<file path="config.mk">
export PLATFORM = sky130hd
export DESIGN_NAME = updown_step_scheduler
export DESIGN_NICKNAME = d
export VERILOG_FILES = /design/src/rtl/updown_sched_pkg.sv /design/src/rtl/updown_step_counter.sv /design/src/rtl/updown_step_scheduler.sv
export SDC_FILE = /design/constraint.sdc
export NUM_CORES = 1
export LEC_CHECK = 0
export ABC_AREA = 1
export CAP_MARGIN = 30
export CORE_ASPECT_RATIO = 0.75
export CORE_MARGIN = 2
export CORE_UTILIZATION = 25
export DETAILED_ROUTE_END_ITERATION = 10
export DONT_BUFFER_PORTS = 1
export HOLD_SLACK_MARGIN = 0.02
export PLACE_DENSITY = 0.37
export RECOVER_POWER = 100
export SYNTH_ARGS = -nofsm -noshare
export SYNTH_HDL_FRONTEND = slang
export SYNTH_SLANG_ARGS = --single-unit
export TNS_END_PERCENT = 100
</file>
<file path="constraint.sdc">
create_clock -name clk -period 1.8 [get_ports clk]
set_input_delay 0.09 -clock clk [delete_from_list [all_inputs] [get_ports clk]]
set_output_delay 0.09 -clock clk [all_outputs]
set_load 0.1 [all_outputs]
</file>
<file path="src/rtl/updown_sched_pkg.sv">
// Shared types and helpers for the up/down step scheduler.
// Holds the FSM encoding, direction codes and round-robin pick.
package updown_sched_pkg;

  typedef enum logic [1:0] {
    IDLE,
    RUN,
    DONE
  } state_t;

  localparam logic DIR_UP   = 1'b1;
  localparam logic DIR_DOWN = 1'b0;

  localparam int MAXREQ = 32;

  // First set request at or after ptr, searching cyclically over n.
  function automatic logic [4:0] rr_pick(
    input logic [MAXREQ-1:0] req,
    input int                n,
    input int                ptr
  );
    int idx;
    rr_pick = '0;
    for (int k = MAXREQ - 1; k >= 0; k--) begin
      if (k < n) begin
        idx = ptr + k;
        if (idx >= n) idx = idx - n;
        if (req[idx[4:0]]) rr_pick = idx[4:0];
      end
    end
  endfunction

endpackage

</file>
<file path="src/rtl/updown_step_counter.sv">
// Wrapping up/down counter stepped by a one-cycle enable.
// Direction is sampled on the same edge as the enable.
module updown_step_counter
  import updown_sched_pkg::*;
#(
  parameter int WIDTH = 4
) (
  input  logic             clk,
  input  logic             reset,
  input  logic             en,
  input  logic             up,
  output logic [WIDTH-1:0] count
);

  // Step by one in the requested direction, wrapping naturally.
  always_ff @(posedge clk) begin
    if (reset) begin
      count <= '0;
    end else if (en) begin
      if (up == DIR_UP) count <= count + WIDTH'(1);
      else              count <= count - WIDTH'(1);
    end
  end

endmodule

</file>
<file path="src/rtl/updown_step_scheduler.sv">
// Round-robin arbiter plus sequencer sharing one step counter.
// One command runs at a time; done pulses once per command.
module updown_step_scheduler
  import updown_sched_pkg::*;
#(
  parameter int WIDTH    = 4,
  parameter int NREQ     = 2,
  parameter int STEPW    = 4,
  parameter int PRESCALE = 1
) (
  input  logic                     clk,
  input  logic                     reset,
  input  logic [NREQ-1:0]          req,
  input  logic [NREQ-1:0]          req_dir,
  input  logic [NREQ*STEPW-1:0]    req_steps,
  input  logic                     abort,
  output logic [NREQ-1:0]          gnt,
  output logic                     busy,
  output logic                     done,
  output logic [$clog2(NREQ)-1:0]  done_id,
  output logic                     done_aborted,
  output logic [WIDTH-1:0]         count
);

  localparam int IDW = (NREQ > 1) ? $clog2(NREQ) : 1;
  localparam int PCW = (PRESCALE > 1) ? $clog2(PRESCALE) : 1;
  localparam logic [PCW-1:0] PC_LAST = PCW'(PRESCALE - 1);

  state_t            state, state_n;
  logic [IDW-1:0]    ptr, id_r, sel;
  logic              dir_r, aborted_r;
  logic [STEPW-1:0]  rem, sel_steps;
  logic [PCW-1:0]    pc;
  logic [NREQ-1:0]   gnt_r;
  logic [MAXREQ-1:0] req_x;
  logic              accept, step, abort_hit, pc_wrap;

  // Round-robin selection of the next command.
  always_comb begin
    req_x            = '0;
    req_x[NREQ-1:0]  = req;
    sel              = IDW'(rr_pick(req_x, NREQ, int'(ptr)));
    sel_steps        = req_steps[int'(sel)*STEPW +: STEPW];
  end

  // State register.
  always_ff @(posedge clk) begin
    if (reset) state <= IDLE;
    else       state <= state_n;
  end

  // Next state and per-cycle control strobes.
  always_comb begin
    state_n   = state;
    accept    = 1'b0;
    step      = 1'b0;
    abort_hit = 1'b0;
    pc_wrap   = (pc == PC_LAST);
    unique case (state)
      IDLE: begin
        if (|req) begin
          accept  = 1'b1;
          state_n = (sel_steps == '0) ? DONE : RUN;
        end
      end
      RUN: begin
        if (abort) begin
          abort_hit = 1'b1;
          state_n   = DONE;
        end else if (pc_wrap) begin
          step = 1'b1;
          if (rem == STEPW'(1)) state_n = DONE;
        end
      end
      DONE:    state_n = IDLE;
      default: state_n = IDLE;
    endcase
  end

  // Command latch, prescaler, step budget and grant pulse.
  always_ff @(posedge clk) begin
    if (reset) begin
      ptr       <= '0;
      id_r      <= '0;
      dir_r     <= DIR_DOWN;
      rem       <= '0;
      pc        <= '0;
      gnt_r     <= '0;
      aborted_r <= 1'b0;
    end else begin
      gnt_r <= '0;
      if (accept) begin
        gnt_r     <= NREQ'(1) << sel;
        id_r      <= sel;
        dir_r     <= req_dir[sel];
        rem       <= sel_steps;
        pc        <= '0;
        aborted_r <= 1'b0;
        ptr       <= (sel == IDW'(NREQ - 1)) ? '0 : sel + IDW'(1);
      end
      if (state == RUN) begin
        if (abort_hit) begin
          aborted_r <= 1'b1;
          pc        <= '0;
        end else if (step) begin
          rem <= rem - STEPW'(1);
          pc  <= '0;
        end else begin
          pc <= pc + PCW'(1);
        end
      end
    end
  end

  updown_step_counter #(
    .WIDTH (WIDTH)
  ) u_cnt (
    .clk   (clk),
    .reset (reset),
    .en    (step),
    .up    (dir_r),
    .count (count)
  );

  assign gnt          = gnt_r;
  assign busy         = (state != IDLE);
  assign done         = (state == DONE);
  assign done_id      = id_r;
  assign done_aborted = done & aborted_r;

endmodule

</file>
==> summary.txt <==
Status
  • Status: complete, no violations

Pwr
  • Sequential group share of total power: 0.364
  • Net Sw Frac: 0.4367
  • Clk pwr share: 0.229
  • Static Leak: 0.5232 nW
  • Comb power frac: 0.407
  • Pwr Total: 1.275 mW
  • Switching power: around 0.56 mW
  • Largest vdd supply drop: 0.5071 mV
  • Internal: a little over 0.7 mW
  • PwrDens: between 1000 and 1500 mW/mm^2

Clock network
  • TritonCTS Sinks: 17
  • Clock Tree Buf Depth: 2
  • H-tree Lvls: 1
  • Clk root buf: clkbuf_8
  • Clock transition at path regs: around 0.07 ns
  • CTS buffer count: 3
  • CTS tree: yes
  • Clk_lat worst skew: ~0.25 ns
  • Post-CTS resize count: 0

Drt
  • Routed Antenna Nets: 0
  • Via/cell ratio: approximately 4.3
  • DRT iter0 DRCs: between 50 and 60
  • Drt first pass iters: 4
  • Remaining DRCs: 0
  • DRT Wirelength: approximately 2200 um
  • WL/cell: around 11 um
  • DR vias: about 860

Floorplan
  • Die X: approximately 75 um
  • Die height: around 57 um
  • Die area: roughly 0.0043 mm^2
  • # IOs: 25
  • # rows: 19
  • Area of the core: 0.003613 mm^2
  • Initial core utilization: 0.2590

Critical path
  • R2R cell count: 6
  • FF-to-FF Start: state[0]
  • Worst path required time: around 2 ns
  • CP top delay family: buffers and inverters
  • CP endpoint kind: flop
  • Setup crit start: state[0]
  • Worst Path Arrival: around 1.8 ns
  • Buf/Inv on CP: 2
  • Critical path class: reg -> reg
  • CP Depth: 6
  • Worst-path cell chain: nor2_1, inv_1, nor2_8, o21ai_1, a31oi_1, dlygate4sd3_1
  • Slowest cell on the critical path: dlygate4sd3_1
  • CP max stage delay: between 0.5 and 0.6 ns
  • Peak fanout along the critical path: 8
  • CP Launch Type: flop

Layout
  • Area occupied by multi-input gates: around 520 um^2
  • Most frequent cells in the layout: nand2_1, inv_1, nor2_1, a21oi_1, dfxtp_1
  • Area Overhead vs Synth: 20.32%
  • # diodes: 0
  • Sequential cell area: about 340 um^2
  • Design area: between 0.001 and 0.0015 mm^2
  • Core Util, Final: 0.3116
  • Fin cells: 200
  • Most common cell after layout, fill and taps aside: nand2_1
  • Ratio of cells with drive above 1 in the final layout: 0.1419
  • Fillers: 424
  • Final #Nets: 169

Global routing
  • Initial antenna violation count: 0
  • Vias in the first global route: 801
  • Pin count of the biggest net entering global routing: 11
  • Aggregate global routing overflow: 0
  • GRT Overall Usage: 0.1187
  • First-pass GRT wire length: approximately 3800 um

Yosys
  • Post-Syn Nets: between 150 and 200
  • Post-synth EDFFs: 0
  • Ys async rst share: 0
  • Number of synthesized register bits: 17
  • Post-synthesis sequential area ratio: 0.3636
  • Yosys warns: 0
  • Post-Syn Instances: around 130
  • Mapped Area: 935.9 um^2
  • Synth cell types: 26
  • Main synth FF type: dfxtp_1
  • Mean Syn Cell Area: roughly 7.1 um^2

STA
  • Max Fclk: about 0.62 GHz
  • Post-route minimum period: about 1.6 ns
  • Setup violations, final: 0
  • RSZ-0062 raised after global routing: no
  • Final Slew Violations: 0
  • Final number of hold-violating endpoints: 0
  • Worst Hold Slack: 0.1155 ns
  • Worst Skew: ~0.00061 ns
  • Slew @ Worst Pin: 0.5595 ns
  • Headroom to the max-slew limit: 0.6270
  • Final WS setup: ~0.2 ns
  • Period Utilization, post-route: 0.8919
  • Setup Total Neg Slack: 0 ns

Placement
  • Pre-CTS setup slack: 0.4330 ns
  • DP Wirelength: between 1500 and 2000 um
  • Placed insts: 192
  • Placed cell areas: 0.001077 mm^2
  • Routability cong.: 0.7632
  • Port Buf Inserts: 0

Hold path
  • Hold path start: req_steps[3]
  • Worst min-delay path class: in -> reg
  • Worst Hold Depth: 4

Job
  • Max-cap violations: 0
## synthesized netlist by cell type (2+ instances only)
library cell	n	area share
nand2_1	30	0.12
xnor2_1	2	0.019
a21oi_1	14	0.075
inv_1	14	0.056
ha_1	4	0.053
o21ai_1	3	0.016
nor2_1	15	0.060
dfxtp_1	17	0.36
nand3_1	12	0.064
xor2_1	2	0.019
o21ai_0	3	0.016
## path summary, 6_finish.rpt
check             endpoint  slack, ns
setup / recovery     dir_r       0.19
hold / removal      rem[3]       0.12
setup reg to reg     dir_r       0.19
hold reg to reg        ptr       0.48
## routing by layer
metal,global-route usage,share of wire
met1,0.1834,0.53
met2,0.1606,0.40
met3,0.03887,0.069
met4,0.02296,0.0094
met5,0,0
## power groups by stage
stage	Combinational (mW)	Clock, mW	Sequential [mW]
2_1_floorplan	0.312	0	0.592
3_3_place_gp	0.529	0	0.475
3_5_place_dp	0.530	0	0.474
4_1_cts	0.545	0.305	0.465
5_1_grt	0.570	0.319	0.473
6_report	0.519	0.292	0.464
## state kept, by name, indices dropped and copies added (netlist names)
signal       flops
aborted_r        1
dir_r            1
done_id          1
gnt              2
pc               1
ptr              1
rem              4
state            2
u_cnt.count      4
## area by class of cell
cell class	instances	share of cell area
repair buffers	15	0.08333
well taps	52	0.05778
multi-input cells	96	0.4578
inverters	16	0.05556
flip-flops and latches	17	0.3056
clock buffers	4	0.04000
## cell families (layout without fill, tap and decap cells)
group | count (synthesis) | after routing | share of synthesized area
AO/OA/AOI/OAI | 23 | 23 | 0.1350
adder cells (fa/ha/maj) | 5 | 5 | 0.07487
buffers and inverters | 18 | 35 | 0.08021
XOR/XNOR | 4 | 4 | 0.03744
AND/OR/NAND/NOR | 64 | 64 | 0.3088
flip-flops | 17 | 17 | 0.3636
## repair_timing
item                                   CTS  global route
endpoints found under the hold margin   10             0
setup buffers                            0             0
hold buffers                             4             0
## worst min-delay path, stage by stage
cell	delay, ns
nand2_1	0.04
nand2_1	0.06
nand2_1	0.07
a21oi_1	0.05
No activity file was read; power rests on OpenSTA's default activity.
